File: src/rtl/spi_pixel_loader.sv
// SPI slave (mode 0, MSB first) that turns 16-bit host frames into frame-RAM
// write strobes: a single pixel write, or a fill of every address with one colour.
module spi_pixel_loader #(
    parameter int ADDR_W      = 10,
    parameter int RGB_W       = 3,
    parameter int SYNC_STAGES = 2
) (
    input  logic              clk,
    input  logic              reset_n,
    input  logic              sck,
    input  logic              sdi,
    input  logic              cs_n,
    output logic              we,
    output logic [ADDR_W-1:0] adr_out,
    output logic [RGB_W-1:0]  rgb_out,
    output logic              busy,
    output logic              overrun,
    output logic              frame_err
);
    typedef enum logic [1:0] {S_IDLE, S_SETUP, S_STROBE, S_HOLD} state_t;

    logic [SYNC_STAGES-1:0] r_sck_sync, r_sdi_sync, r_cs_sync;
    logic                   r_sck_prev;
    logic [3:0]             r_bit_cnt;
    logic [15:0]            r_shift;
    logic                   r_done;
    logic                   r_frame_err;
    logic                   r_pend_vld, r_pend_cmd;
    logic [RGB_W-1:0]       r_pend_rgb;
    logic [ADDR_W-1:0]      r_pend_adr;
    logic                   r_overrun;
    state_t                 r_state, w_next;
    logic                   r_fill;
    logic [ADDR_W-1:0]      r_adr;
    logic [RGB_W-1:0]       r_rgb;

    logic w_sck_s, w_sdi_s, w_cs_s, w_sck_rise, w_consume, w_last_adr;

    assign w_sck_s    = r_sck_sync[SYNC_STAGES-1];
    assign w_sdi_s    = r_sdi_sync[SYNC_STAGES-1];
    assign w_cs_s     = r_cs_sync[SYNC_STAGES-1];
    assign w_sck_rise = w_sck_s & ~r_sck_prev;
    assign w_consume  = (r_state == S_IDLE) && r_pend_vld;
    assign w_last_adr = (r_adr == {ADDR_W{1'b1}});

    // cs_n resets high so the receiver starts deselected
    always_ff @(posedge clk or negedge reset_n) begin
        if (!reset_n) begin
            r_sck_sync <= '0;
            r_sdi_sync <= '0;
            r_cs_sync  <= '1;
        end else begin
            r_sck_sync <= {r_sck_sync[SYNC_STAGES-2:0], sck};
            r_sdi_sync <= {r_sdi_sync[SYNC_STAGES-2:0], sdi};
            r_cs_sync  <= {r_cs_sync[SYNC_STAGES-2:0], cs_n};
        end
    end

    always_ff @(posedge clk or negedge reset_n) begin
        if (!reset_n) begin
            r_sck_prev  <= 1'b0;
            r_bit_cnt   <= '0;
            r_shift     <= '0;
            r_done      <= 1'b0;
            r_frame_err <= 1'b0;
        end else begin
            r_sck_prev <= w_sck_s;
            r_done     <= 1'b0;
            if (w_cs_s) begin
                if (r_bit_cnt != 4'd0) r_frame_err <= 1'b1;
                r_bit_cnt <= '0;
            end else if (w_sck_rise) begin
                r_shift   <= {r_shift[14:0], w_sdi_s};
                r_bit_cnt <= r_bit_cnt + 4'd1;
                if (r_bit_cnt == 4'd15) r_done <= 1'b1;
            end
        end
    end

    // One-deep slot; a frame landing on a full, unconsumed slot is dropped
    always_ff @(posedge clk or negedge reset_n) begin
        if (!reset_n) begin
            r_pend_vld <= 1'b0;
            r_pend_cmd <= 1'b0;
            r_pend_rgb <= '0;
            r_pend_adr <= '0;
            r_overrun  <= 1'b0;
        end else begin
            if (w_consume) r_pend_vld <= 1'b0;
            if (r_done) begin
                if (!r_pend_vld || w_consume) begin
                    r_pend_vld <= 1'b1;
                    r_pend_cmd <= r_shift[15];
                    r_pend_rgb <= r_shift[10 +: RGB_W];
                    r_pend_adr <= r_shift[ADDR_W-1:0];
                end else begin
                    r_overrun <= 1'b1;
                end
            end
        end
    end

    always_ff @(posedge clk or negedge reset_n) begin
        if (!reset_n) r_state <= S_IDLE;
        else          r_state <= w_next;
    end

    always_comb begin
        w_next = r_state;
        case (r_state)
            S_IDLE:   if (r_pend_vld) w_next = S_SETUP;
            S_SETUP:  w_next = S_STROBE;
            S_STROBE: w_next = S_HOLD;
            S_HOLD:   w_next = (r_fill && !w_last_adr) ? S_SETUP : S_IDLE;
            default:  w_next = S_IDLE;
        endcase
    end

    always_comb begin
        we   = (r_state == S_STROBE);
        busy = (r_state != S_IDLE) || r_pend_vld;
    end

    // Address/colour move only when leaving IDLE or stepping out of a fill HOLD
    always_ff @(posedge clk or negedge reset_n) begin
        if (!reset_n) begin
            r_fill <= 1'b0;
            r_adr  <= '0;
            r_rgb  <= '0;
        end else if (w_consume) begin
            r_fill <= r_pend_cmd;
            r_adr  <= r_pend_cmd ? '0 : r_pend_adr;
            r_rgb  <= r_pend_rgb;
        end else if (r_state == S_HOLD && r_fill) begin
            if (w_last_adr) r_fill <= 1'b0;
            else            r_adr  <= r_adr + ADDR_W'(1);
        end
    end

    assign adr_out   = r_adr;
    assign rgb_out   = r_rgb;
    assign overrun   = r_overrun;
    assign frame_err = r_frame_err;
endmodule

File: config.mk
export PLATFORM = sky130hd
export DESIGN_NAME = spi_pixel_loader
export DESIGN_NICKNAME = d
export VERILOG_FILES = /design/src/rtl/spi_pixel_loader.sv
export SDC_FILE = /design/constraint.sdc
export NUM_CORES = 1
export LEC_CHECK = 0
export BUFFER_PORTS_ARGS = -buffer_cell sky130_fd_sc_hd__buf_4
export CAP_MARGIN = 5
export CORE_MARGIN = 2
export CORE_UTILIZATION = 40
export DETAILED_ROUTE_END_ITERATION = 12
export GPL_TIMING_DRIVEN = 0
export PLACE_DENSITY = 0.6
export SETUP_SLACK_MARGIN = 0.05
export SLEW_MARGIN = 20
export SYNTH_ARGS = -nofsm -noshare
export SYNTH_HDL_FRONTEND = slang
export SYNTH_SLANG_ARGS = --single-unit
File: constraint.sdc
create_clock -name clk -period 2.1 [get_ports clk]
set_input_delay 0.105 -clock clk [delete_from_list [all_inputs] [get_ports clk]]
set_output_delay 0.105 -clock clk [all_outputs]
set_load 0.05 [all_outputs]
Yosys cells after proc, flatten, opt, wreduce, memory -nomap -nowiden --
Index checks and enable logic that the tools add are counted.
Word-level totals: output and inout port bits 17, input bits 5, register bits after elaboration 61, logic and storage cells 67
Operators by class: reduce and logical (&&, ||, !) cells 19, bitwise gates (word level) 4, equality and inequality tests 7, add/subtract/negate cells 2, muxes and demuxes 18
Operators with widths (count):
- $mux 10 | 4
- $reduce_and 2->1 | 6
- $add 10x1->10 const B | 1
- $eq 10x10->1 const B | 1
- $mux 1 | 10
- $mux 4 | 2
- $pmux 2 s4 | 1
- $reduce_bool 2->1 | 4
- $add 4x1->4 const B | 1
- $eq 2x2->1 const B | 2
- $eq 4x4->1 const B | 1
- $ne 2x2->1 const B | 2
- $reduce_bool 4->1 | 1
- $logic_and 1x1->1 | 3
- $not 1->1 | 3
- $eq 2x1->1 const B | 1
- $logic_not 1->1 | 2
- $logic_not 2->1 | 1
- $logic_or 1x1->1 | 2
- $mux 2 | 1
- $and 1x1->1 | 1

Logic depth before layout (Yosys ltp) --
Gate-level depths: netlist of the first run.
depth in word-level cells 5, gate-level depth with buffers 7, gate-level depth less buffers 6

Worst setup path after synthesis of the first run --
OpenSTA, ideal clock, no wires.
kind reg2reg, start register r_adr[0] (netlist: adr_out[0]), end register r_adr[6] (netlist: adr_out[6]), data arrival time 1.758 ns, cell stages (with the launch flop) 5, slack 0.260 ns, library setup time 0.082 ns, buffers on the path 0, clock period less this slack 1.840 ns, required time 2.018 ns, cells stage by stage dfrtp_1 ha_1 nand4_2 or4_1 a31oi_1
On the way: cells in the longest elaborated chain, start to end 4, elaborated cells on any way between the ends 7, classes of those cells add/sub (1); eq/ne (2); mux (3); reduce/logical (1)
Ends and longest elaborated chain:
- from (decl) | line 34 | logic [ADDR_W-1:0] r_adr;
- from (signal assigned) | line 132 | r_adr <= r_pend_cmd ? '0 : r_pend_adr;
- from (signal assigned) | line 136 | else r_adr <= r_adr + ADDR_W'(1);
- $add 10x1->10 | line 136
- $mux 10 | line 135 | if (w_last_adr) r_fill <= 1'b0;
- $mux 10 | line 134 | end else if (r_state == S_HOLD && r_fill) begin
- $mux 10 | line 130 | end else if (w_consume) begin
Several ways; a longest one is shown, not always the timed one. The select of a mux whose other input is x is not followed. A chain may end at the register's enable or synchronous reset.

Worst setup path in the final report of the first run --
start register r_state[0], end register r_pend_adr[5]
On the way: cells in the longest elaborated chain, start to end 4
Ends and longest elaborated chain:
- from (decl) | line 32 | state_t r_state, w_next;
- from (signal assigned) | line 105 | else r_state <= w_next;
- $logic_not 2->1 | line 43 | assign w_consume = (r_state == S_IDLE) && r_pend_vld;
- $logic_and 1x1->1 | line 43
- $logic_or 1x1->1 | line 91 | if (!r_pend_vld || w_consume) begin
- $reduce_and 2->1 (no source line)
- to (signal assigned) | line 95 | r_pend_adr <= r_shift[ADDR_W-1:0];
- to (decl) | line 30 | logic [ADDR_W-1:0] r_pend_adr;
Every way passes these cells.

==> results list, run 1 <==
- The min-delay analysis places its worst path in the category reg2reg.
* Number of vias in the routed layout: 1,718
- Once layout is done, the placed cells without fillers occupy 3170 um2.
* Nature of the critical path startpoint: register
* Total core area: 6350 um2
- At the end of routability-driven placement, the weighted congestion stood at 0.759.
* Total Die Area: 7220 um2
- In this run, post-CTS repair resized a total of 0 instances.
- Once layout is complete, the cells apart from fillers number 331.
* Yosys warning count: 0
* Die span in y: 85.0 um
- Setup Crit Path Kind: reg2reg
* Pwr/cell area: 861 nW/um2
- The worst register-to-register path ends at r_pend_adr[5].
* Detailed router's first-iteration violation count: 38
- Nets@finish: 261
- The clock passes through at most 2 buffers.
- After clock tree synthesis, the clock-pin slew on the worst setup and hold paths is 70 ps.
* I/O pin count: 22
- Setup slack on the worst reg-to-reg path comes out at 220 ps.
* Mapped cell area: 2620 um2
* Required time worst endpoint: 2310 ps
- Once the floorplan was initialized, standard cells occupied 41.3% of the core.
* Final count of hold timing violations: 0
- Synth Flop Type: sky130_fd_sc_hd__dfrtp_1
- Clock skew on the completed layout was measured at 10.2 ps.
* Layout filler cell count: 591
* H-tree lvl count: 3
* Total of max-cap violations: 0
- Remaining number of nets flagged by the antenna check after routing: 0
- The count of pins over their slew limit was 0.
* Number of flip-flops and latches in the synthesized netlist: 61
- In this run the biggest area consumer among cell types represents 56.3% of the synthesized area.
- For the pin with the worst max-slew slack, the measured transition is 752 ps.
* Normalized max-slew margin: 49.9%
* Tcrit/Tclk final: 89.4%
* Design internal power: 2190 uW
- Mean area per synthesized cell: 12.3 um2
- Top area cells in the synthesized netlist: sky130_fd_sc_hd__dfrtp_1, sky130_fd_sc_hd__mux2_2, sky130_fd_sc_hd__ha_1
* Insertion delay to the later sink of the worst-skew pair: 330 ps
- Summed over all cells, the static leakage comes to 0.00152 uW.
* Clock root buffer: sky130_fd_sc_hd__clkbuf_8
* Total Negative Setup Slacks: 0 ps
- R2R cell count: 6
- Synthesis handed over a netlist of 213 instances.
- Global-route wire length before repair: 7.88 mm
- Cells with a size suffix above 1 make up 33.1% of the layout.
* Post-synth ARST share: 100%
- Origin of the critical flop-to-flop path: r_state[0]
- Arrival time reported for the critical path endpoint: 2090 ps
- Post-placement cell area: 2880 um2
- The clock drives 61 sinks.
- The number of different library cells used by synthesis comes to 44.
- The flow ran to the end, and the final reports show no timing, DRC or antenna violations.
- Number of placement rows: 29
* Net switching power: 536 uW
- Seq pwr share: 48.4%
* # diodes: 0
- Launch point of the critical path: r_state[0]
* Endpoint kind of the worst setup timing path: register
- Of the total power, the clock network draws 47.0%.
- Overall power after layout: 2720 uW
- The number of clock buffers added by TritonCTS is 9.
* Timing-limited maximum frequency: 0.533 GHz
- During placement, the flow inserted port buffers numbering 21.
* Clock tree from TritonCTS: yes
- Worst Setup EP: r_pend_adr[5]
- Total nets after synthesis: 225
- Critical path peak fanout: 10
* Shortest period the worst path allows: 1880 ps
- Combinational power share: 4.7%
* Total GRT Usage: 14.0%
* Pre-antenna DRT Iters: 4
- Area growth, synth to finish: 20.8%
* Number of antenna violations at the first check in global routing: 0
- Grt total ovfl: 0
- Setup repair after global routing left no endpoint under its margin.
- sky130_fd_sc_hd__dfrtp_1 takes more of the synthesized area than any other cell.
- In the final routed layout, each cell accounts on average for 13.6 um.
* Die X: 85.0 um
- Sequential cells were found to cover 58.3% of the synthesized design area.
* Via count of the first global-routing pass: 1,733
- Setup violations remaining at the end of the flow were counted as 0.
- In this run, synthesis inferred 0 flip-flops with an integrated enable.
- Once detailed placement completed, the half-perimeter wirelength came to 3.03 mm.
- After detailed routing, the number of vias per cell comes to 5.19.
- IR analysis of the VDD net gives a maximum drop of 561 uV.
- Pin count of the biggest net entering global routing: 62
* Sw Share: 19.7%
* Cell count after placement: 311
* Total wirelength of the detailed-routed design: 4.49 mm
- After detailed routing, the number of remaining DRC violations is 0.
flip-flops by register name, summed over array words and instances (netlist names):
name and flops:
r_shift 16, r_pend_adr 10, r_pend_cmd 1, r_sck_prev 1
r_pend_rgb 3, r_fill 1, overrun 1, r_bit_cnt 4
frame_err 1, r_pend_vld 1, r_sdi_sync 2, r_state 2
r_sck_sync 2, adr_out 10, r_cs_sync 2, rgb_out 3
r_done 1
critical path: stages, from the launching register on:
cell                       delay (ps)
sky130_fd_sc_hd__dfrtp_1          390
sky130_fd_sc_hd__inv_1             90
sky130_fd_sc_hd__ha_1             250
sky130_fd_sc_hd__nand2b_1         190
sky130_fd_sc_hd__nand2_1          180
sky130_fd_sc_hd__buf_2            290
sky130_fd_sc_hd__mux2_2           370
cell usage in the layout (no fill, tap or decap), types with 2 or more instances in the layout:
| master | instances |
|---|---|
| sky130_fd_sc_hd__dfrtp_1 | 59 |
| sky130_fd_sc_hd__mux2_2 | 30 |
| sky130_fd_sc_hd__buf_4 | 23 |
| sky130_fd_sc_hd__nand2_1 | 21 |
| sky130_fd_sc_hd__nor2_1 | 11 |
| sky130_fd_sc_hd__clkbuf_8 | 11 |
| sky130_fd_sc_hd__inv_1 | 7 |
| sky130_fd_sc_hd__nand3_1 | 7 |
| sky130_fd_sc_hd__ha_1 | 7 |
| sky130_fd_sc_hd__o21ai_0 | 6 |
| sky130_fd_sc_hd__a21oi_1 | 6 |
| sky130_fd_sc_hd__buf_2 | 4 |
| sky130_fd_sc_hd__a31oi_1 | 4 |
| sky130_fd_sc_hd__dlygate4sd3_1 | 4 |
| sky130_fd_sc_hd__nand2b_1 | 3 |
| sky130_fd_sc_hd__nand4_1 | 3 |
| sky130_fd_sc_hd__and3_1 | 3 |
| sky130_fd_sc_hd__nor3_1 | 3 |
| sky130_fd_sc_hd__bufinv_16 | 3 |
| sky130_fd_sc_hd__and4_1 | 2 |
| sky130_fd_sc_hd__xor2_1 | 2 |
| sky130_fd_sc_hd__nor3_2 | 2 |
| sky130_fd_sc_hd__clkbuf_1 | 2 |
| sky130_fd_sc_hd__and4_2 | 2 |
| sky130_fd_sc_hd__mux2i_1 | 2 |
| sky130_fd_sc_hd__o31ai_1 | 2 |
| sky130_fd_sc_hd__o21ai_1 | 2 |
| sky130_fd_sc_hd__xnor2_1 | 2 |
| sky130_fd_sc_hd__dfstp_2 | 2 |
Yosys cell counts (4+ instances only):
cell type,n
sky130_fd_sc_hd__nand2_1,21
sky130_fd_sc_hd__o21ai_0,6
sky130_fd_sc_hd__a21oi_1,6
sky130_fd_sc_hd__nand3_1,7
sky130_fd_sc_hd__a31oi_1,4
sky130_fd_sc_hd__mux2_2,30
sky130_fd_sc_hd__nor2_1,11
sky130_fd_sc_hd__ha_1,7
sky130_fd_sc_hd__buf_2,4
sky130_fd_sc_hd__inv_1,7
sky130_fd_sc_hd__dfrtp_1,59
cell type report:
| cell class | count | area (um2) | area share (%) |
|---|---|---|---|
| clock buffers | 12 | 155 | 4.90 |
| plain buffers | 8 | 50.0 | 1.58 |
| multi-input cells | 137 | 1020 | 32.1 |
| repair buffers | 25 | 198 | 6.25 |
| well taps | 77 | 96.3 | 3.04 |
| flip-flops and latches | 61 | 1530 | 48.3 |
| clock inverters | 4 | 95.1 | 3.00 |
| inverters | 7 | 26.3 | 0.830 |
worst min path at each step:
stage                     slack (ps)  cells after the start       endpoint           from
after floorplan                 -190                      0     adr_out[0]        reset_n
after global placement           210                      1   r_cs_sync[0]           cs_n
after detailed placement         210                      1   r_cs_sync[0]           cs_n
after CTS                        350                      0  r_sck_sync[1]  r_sck_sync[0]
after global routing             360                      0  r_sck_sync[1]  r_sck_sync[0]
final                            350                      0  r_sck_sync[1]  r_sck_sync[0]
per-stage QoR:
step           util, %  setup WS (ps)  hold WS, ps
2_1_floorplan        -            260         -191
3_3_place_gp      45.3            252          214
3_5_place_dp      45.3            221          214
4_1_cts           49.9            206          353
5_1_grt           49.9            108          360
6_report          49.9            223          350
per-layer routing:
metal  vias to the layer above  routed length (um)  track usage [%]
met5                         -                   0                0
met4                         0                  49             5.48
met3                         5                 206             5.84
met2                        33                2160             22.5
met1                       857                2070             16.8
li1                        823                   -                -
kinds of logic after synthesis:
| logic type | Yosys count | share of synthesized area (%) |
|---|---|---|
| xor gates and xnor gates | 4 | 1.34 |
| AOI/OAI and AO/OA | 28 | 6.97 |
| and+or+nand+nor | 66 | 13.5 |
| DFF | 61 | 58.3 |
| adders and majority gates | 7 | 3.34 |
| muxes | 32 | 13.7 |
| buffers and inverters | 15 | 2.91 |
power by group through the flow:
stage               registers [uW]  clock network, uW  logic [uW]
floorplan                     1320                  0        85.5
global placement              1340                  0         122
detailed placement            1340                  0         126
CTS                           1320               1310         132
global route                  1330               1360         145
finish                        1320               1280         127
timing repair:
action | 4_1_cts | 5_1_grt
setup endpoints to repair | 0 | 0
hold buffers | 4 | 0
buffers inserted | 0 | 0
hold endpoints to repair | 62 | 0
No activity file was read; power rests on OpenSTA's default activity.
==> run 2, diff against run 1 <==
ABC_CLOCK_PERIOD_IN_PS = 2100   (was unset)
CORE_UTILIZATION = 58   (was 40)
PLACE_DENSITY = 0.81   (was 0.6)
==> run 2 against run 1 <==
  * Count of clock-buffer cells in the layout increased by 3
  * Clock skew decreased by 3.8 ps
  * Worst hold slack improved by 0.80 ps
  * Routed wire length increased by 5.0%
  * Combinational power about the same
  * Cell area decreased by 3.5%
  * Largest cell class unchanged
==> results list, run 2 (synthesis results as in run 1) <==
- Max IR drop VDD: 445 uV (was 561 uV)
- Most frequent cells in the layout: sky130_fd_sc_hd__dfrtp_1, sky130_fd_sc_hd__mux2_2, sky130_fd_sc_hd__buf_4 (unchanged)
* Global-route wire length before repair: 8.16 mm (was 7.88 mm)
- The time the final worst path needs with I/O delays and setup was 1870 ps (was 1880 ps).
- The placed cell count is 286 (was 311).
- The number of sinks handled by clock tree synthesis was 61 (unchanged).
- Placer Congestion: 0.831 (was 0.759)
- Origin of the critical flop-to-flop path: r_state[0] (unchanged)
- The maximum number of pins on one net before global-route repair is 62 (unchanged).
* Endpoint kind of the worst setup timing path: register (unchanged)
- The CTS root buffer is sky130_fd_sc_hd__clkbuf_8 (unchanged).
- Total Die Area: 5070 um2 (was 7220 um2)
- Detailed router's first-iteration violation count: 162 (was 38)
- The detailed-placement wirelength estimate came to 3.04 mm (was 3.03 mm).
- The number of global-route vias before repair is 1,748 (was 1,733).
- The timing-limited maximum frequency came to 0.534 GHz (was 0.533 GHz).
- Clock transition at the registers of the reported paths: 70 ps (about the same)
- Result of the run: completed (unchanged).
* Number of buffers inserted for hold repair after clock tree synthesis: 4 (unchanged)
* Average wire per standard cell: 15.4 um (was 13.6 um)
- Post-CTS Resized: 0 (unchanged)
* Post-route insts no fill: 306 (was 331)
* Number of buffers added on ports: 21 (unchanged)
- Initial Utilization: 60.2% (was 41.3%)
* Unrepaired setup endpoints after global routing: no (unchanged)
* Total wirelength of the detailed-routed design: 4.71 mm (was 4.49 mm)
* Total Negative Setup Slacks: 0 ps (unchanged)
- Number of flip-flops in the largest register: 16 (unchanged)
* Leakage power total: 0.00148 uW (was 0.00152 uW)
- The critical setup path kind is reg2reg (unchanged).
- Die span in y: 71.2 um (was 85.0 um)
* H-tree lvl count: 3 (unchanged)
- Transition time at the pin with the least slew margin: 743 ps (was 752 ps)
- Critical path peak fanout: 10 (unchanged)
- The data required time of the critical path is 2320 ps (was 2310 ps).
- The fraction of final layout cells sized beyond drive strength 1 was 31.9% (was 33.1%).
* Nature of the critical path startpoint: register (unchanged)
* Arrival time reported for the critical path endpoint: 2090 ps (about the same)
* Layout filler cell count: 303 (was 591)
- Pre-antenna DRT Iters: 4 (unchanged)
* Die X: 71.2 um (was 85.0 um)
- The number of buffers created by CTS came to 9 (unchanged).
- The number of vias per cell after detailed routing was 5.61 (was 5.19).
- Total of max-cap violations: 0 (unchanged)
- The leftover overflow at the end of global routing is 0 (unchanged).
- The vias after detailed routing came to 1,717 (was 1,718).
- The number of top-level pins came to 22 (unchanged).
- The total power divided by cell area came to 777 nW/um2 (was 861 nW/um2).
- Insertion delay to the later sink of the worst-skew pair: 330 ps (about the same)
- The timing startpoint of the critical path was r_state[0] (unchanged).
- Worst min path class: reg2reg (unchanged)
- The TritonCTS clock tree is yes (unchanged).
- Remaining number of nets flagged by the antenna check after routing: 0 (unchanged)
* Min-Delay Startpoint: r_sck_sync[0] (unchanged)
- The layout overhead on the synthesized area is 16.6% (was 20.8%).
- Post CTS Setup Buffer Count: 0 (unchanged)
- The register name with the most flops is r_shift (unchanged).
- Tcrit/Tclk final: 89.1% (was 89.4%)
* Number of placement rows: 24 (was 29)
- Number of antenna violations at the first check in global routing: 0 (unchanged)
- The overall fraction of global-route tracks in use is 21.5% (was 14.0%).
* Nets@finish: 261 (unchanged)
- # diodes: 0 (unchanged)
- The headroom to the max-slew limit was 50.5% (was 49.9%).
- The count of pins over their slew limit was 0 (unchanged).
* Final count of hold timing violations: 0 (unchanged)
- # DRC: 0 (unchanged)
- The count of final setup violators is 0 (unchanged).
- Maximum root-to-sink buffer count: 2 (unchanged)
- The core outline area came to 4350 um2 (was 6350 um2).
- The worst-case clock skew was 6.43 ps (was 10.2 ps).
- The most common cell after layout, fill and taps aside is sky130_fd_sc_hd__dfrtp_1 (unchanged).
## run 2: cell types whose count changed in the layout (fill, tap and decap cells not counted)
cell	before	now
sky130_fd_sc_hd__bufinv_16	3	0
sky130_fd_sc_hd__clkbuf_1	2	5
## run 2: worst paths after layout
kind,endpoint,slack (ps),depth (start not counted)
hold reg to reg,r_sck_sync[1],350,0
hold / removal,r_sck_sync[1],350,0
max in group asynchronous,r_shift[14],1220,2
min in group asynchronous,adr_out[0],380,2
setup reg to reg,r_pend_adr[4],230,6
setup / recovery,r_pend_adr[4],230,6
## run 2: layer usage
metal / vias to the layer above / GRT usage, % / wire [um]
met5: - / 0 / 0
met4: 0 / 10.7 / 72
met3: 8 / 8.72 / 239
met2: 52 / 32.8 / 2310
met1: 832 / 26.6 / 2090
li1: 825 / - / -
## run 2: area by class of cell
type | count | area [um2] | area share (%)
repair buffers | 25 | 198 | 6.47
clock inverters | 1 | 5.00 | 0.164
clock buffers | 15 | 166 | 5.45
plain buffers | 8 | 50.0 | 1.64
inverters | 7 | 26.3 | 0.860
well taps | 52 | 65.1 | 2.13
flip-flops and latches | 61 | 1530 | 50.0
multi-input cells | 137 | 1020 | 33.3
## run 2: critical path, stage by stage, from the launching register on
cell,delay (ps)
sky130_fd_sc_hd__dfrtp_1,390
sky130_fd_sc_hd__inv_1,90
sky130_fd_sc_hd__ha_1,250
sky130_fd_sc_hd__nand2b_1,200
sky130_fd_sc_hd__nand2_1,180
sky130_fd_sc_hd__buf_2,280
sky130_fd_sc_hd__mux2_2,370
## run 2: power by group
| group | internal [uW] | total, uW | switching, uW | leakage, uW |
|---|---|---|---|---|
| Clock | 493 | 923 | 430 | 0.0000877 |
| Combinational | 76.1 | 130 | 54.1 | 0.000574 |
| Sequential | 1260 | 1320 | 61.2 | 0.000816 |
| Total | 1830 | 2380 | 545 | 0.00148 |
## run 2: through the flow
step	power, uW	hold slack [ps]	setup slack (ps)	util, %	instance area, um2
floorplan	1410	-191	260	-	2620
global placement	1460	213	282	65.3	2840
detailed placement	1470	216	244	65.3	2840
CTS	2400	355	230	70.2	3060
global route	2480	358	75.4	70.2	3060
finish	2380	351	228	70.2	3060
==> run 3, diff against run 2 <==
CORE_ASPECT_RATIO = 0.75   (was unset)
==> run 3 against run 2 <==
  * Total power up 6.9%
  * Sequential power is essentially flat
  * Worst setup slack got worse by 16 ps
  * Global-route usage down 0.44 points
  * Worst hold slack worse by 1.5 ps
  * Core utilization about the same
  * Fmax is 0.86% lower
  * Final cell count up 1.6%
  * Routed wire length fell by 3.9%
  * Clock power up 18%
  * Combinational power about the same
  * Critical path type unchanged
==> results list, run 3 (synthesis results as in run 1) <==
* Total core area: 4410 um2 (was 4350 um2)
- Leakage power total: 0.00150 uW (was 0.00148 uW)
- Arrival time reported for the critical path endpoint: 2110 ps (was 2090 ps)
- Clock tree from TritonCTS: yes (unchanged)
- Number of setup violations in the final report: 0 (unchanged)
- The die boundary height is 62.2 um (was 71.2 um).
- The headroom to the max-slew limit was 50.5% (about the same).
* Maximum root-to-sink buffer count: 2 (unchanged)
- Endpoint kind of the worst setup timing path: register (unchanged)
- The number of buffers inserted by port buffering is 21 (unchanged).
* Top register by number of flip-flops: r_shift (unchanged)
* Number of buffer and inverter instances along the worst setup path: 2 (unchanged)
- The biggest cell delay along the critical path was 390 ps (about the same).
- Total Die Area: 5080 um2 (was 5070 um2)
- The number of vias per cell after detailed routing came to 5.62 (was 5.61).
- Average wire per standard cell: 14.5 um (was 15.4 um)
- The placement row count was 21 (was 24).
- The first-pass iteration count of the detailed router is 4 (unchanged).
* Combined area of the multi-input logic cells: 1020 um2 (unchanged)
* Tcrit/Tclk final: 89.9% (was 89.1%)
- The filler cell count is 337 (was 303).
- The worst reg2reg path depth was 6 (unchanged).
* Most frequent cells in the layout: sky130_fd_sc_hd__dfrtp_1, sky130_fd_sc_hd__mux2_2, sky130_fd_sc_hd__buf_4 (unchanged)
- Result of the run: completed (unchanged).
* Nets@finish: 261 (unchanged)
- The worst-case clock skew came to 7.58 ps (was 6.43 ps).
- The critical setup path kind was reg2reg (unchanged).
- Area growth, synth to finish: 18.1% (was 16.6%)
- Die X: 81.6 um (was 71.2 um)
- # diodes: 0 (unchanged)
* Number of flip-flops in the largest register: 16 (unchanged)
- Required time worst endpoint: 2320 ps (about the same)
- The overall fraction of global-route tracks in use came to 21.0% (was 21.5%).
- The number of maximum-capacitance violations came to 0 (unchanged).
* Worst min path class: reg2reg (unchanged)
* H-tree lvl count: 3 (unchanged)
- Total Negative Setup Slacks: 0 ps (unchanged)
- Worst hold path cell count: 0 (unchanged)
* Total number of cells along the worst setup path: 6 (unchanged)
- The highest ir drop seen on vdd is 795 uV (was 445 uV).
* Number of antenna violations at the first check in global routing: 0 (unchanged)
- The vias after detailed routing is 1,748 (was 1,717).
- Clock transition at the registers of the reported paths: 70 ps (about the same)
- The setup slack of the worst register-to-register path was 210 ps (was 230 ps).
* Most common library cell in the layout ignoring fill and taps: sky130_fd_sc_hd__dfrtp_1 (unchanged)
- I/O pin count: 22 (unchanged)
- Remaining number of nets flagged by the antenna check after routing: 0 (unchanged)
- Global-route wire length before repair: 7.99 mm (was 8.16 mm)
* Placed wire-length estimate: 3.01 mm (was 3.04 mm)
- Post CTS Setup Buffer Count: 0 (unchanged)
- The startpoint type of the worst setup path is a register (unchanged).
* Placer Congestion: 0.871 (was 0.831)
- Insertion delay to the later sink of the worst-skew pair: 340 ps (was 330 ps)
- Final count of hold timing violations: 0 (unchanged)
- The footprint of the flip-flops and latches was 1530 um2 (unchanged).
- Shortest period the worst path allows: 1890 ps (was 1870 ps)
- Cell family contributing the most delay on the critical path: flip-flops (unchanged)
* Detailed router's first-iteration violation count: 68 (was 162)
* # DRC: 0 (unchanged)
* Final Max Slew Viols: 0 (unchanged)
* Initial Utilization: 59.4% (was 60.2%)
* Total wirelength of the detailed-routed design: 4.52 mm (was 4.71 mm)
* Pwr/cell area: 820 nW/um2 (was 777 nW/um2)
* Critical-path top delay cell: sky130_fd_sc_hd__dfrtp_1 (unchanged)
- Critical path peak fanout: 10 (unchanged)
- The timing-limited maximum frequency is 0.530 GHz (was 0.534 GHz).
* Worst slack on hold paths: 349 ps (was 351 ps)
* Number of buffers added by the clock tree synthesis step: 9 (unchanged)
- Via count of the first global-routing pass: 1,731 (was 1,748)
* Number of clock sinks: 61 (unchanged)
- The fraction of final layout cells sized beyond drive strength 1 is 32.7% (was 31.9%).
* Pin count of the biggest net entering global routing: 62 (unchanged)
- Transition time at the pin with the least slew margin: 743 ps (about the same)
* Cell-by-cell listing of the critical path: inv_1 > ha_1 > nand2b_1 > nand2_1 > buf_2 > mux2_2 (unchanged)
- Clock root buffer: sky130_fd_sc_hd__clkbuf_8 (unchanged)
- Unrepaired setup endpoints after global routing: no (unchanged)
- Grt total ovfl: 0 (unchanged)
## run 3: cell types whose count changed in the layout (fill, tap and decap cells not counted)
cell	before	now
sky130_fd_sc_hd__clkbuf_8	11	9
sky130_fd_sc_hd__clkinv_2	1	3
sky130_fd_sc_hd__clkbuf_1	5	3
sky130_fd_sc_hd__bufinv_16	0	2
## run 3: repair_timing
item | CTS | global route
hold buffers | 4 | 0
endpoints found under the hold margin | 62 | 0
gates resized for setup | 0 | 0
## run 3: area by class of cell
cell class	count	share of cell area (%)
clock buffers	11	4.24
plain buffers	8	1.62
repair buffers	25	6.38
multi-input cells	137	32.8
flip-flops and latches	61	49.4
inverters	7	0.848
clock inverters	5	2.42
well taps	57	2.30
## run 3: worst paths after layout
path,endpoint,startpoint
setup / recovery,r_pend_rgb[1],r_state[0]
hold / removal,r_sdi_sync[1],r_sdi_sync[0]
setup reg to reg,r_pend_rgb[1],r_state[0]
hold reg to reg,r_sdi_sync[1],r_sdi_sync[0]
max in group asynchronous,r_shift[12],reset_n
min in group asynchronous,adr_out[4],reset_n
## run 3: worst register-to-register path: stages, from the launching register on
cell and delay, ps:
sky130_fd_sc_hd__dfrtp_1 390, sky130_fd_sc_hd__inv_1 100, sky130_fd_sc_hd__ha_1 250, sky130_fd_sc_hd__nand2b_1 190, sky130_fd_sc_hd__nand2_1 190, sky130_fd_sc_hd__buf_2 290
sky130_fd_sc_hd__mux2_2 360
## run 3: power by group
part / total [uW] / internal [uW] / switching, uW
clock network: 1090 / 662 / 427
logic: 129 / 76.1 / 52.6
registers: 1320 / 1260 / 60.3
## run 3: metrics by stage
stage	power [uW]	utilization (%)	instance area (um2)	worst slack (ps)	std cells
2_1_floorplan	1410	-	2620	260	213
3_3_place_gp	1460	64.6	2850	273	291
3_5_place_dp	1470	64.6	2850	224	291
4_1_cts	2570	70.2	3100	190	311
5_1_grt	2650	70.2	3100	50.6	311
6_report	2540	70.2	3100	212	311
## run 3: routing by layer
metal	part of all wire [%]	GRT usage, %
met1	45	27.6
met5	0	0
met2	47	31.4
met3	6.4	7.41
met4	1.4	9.79
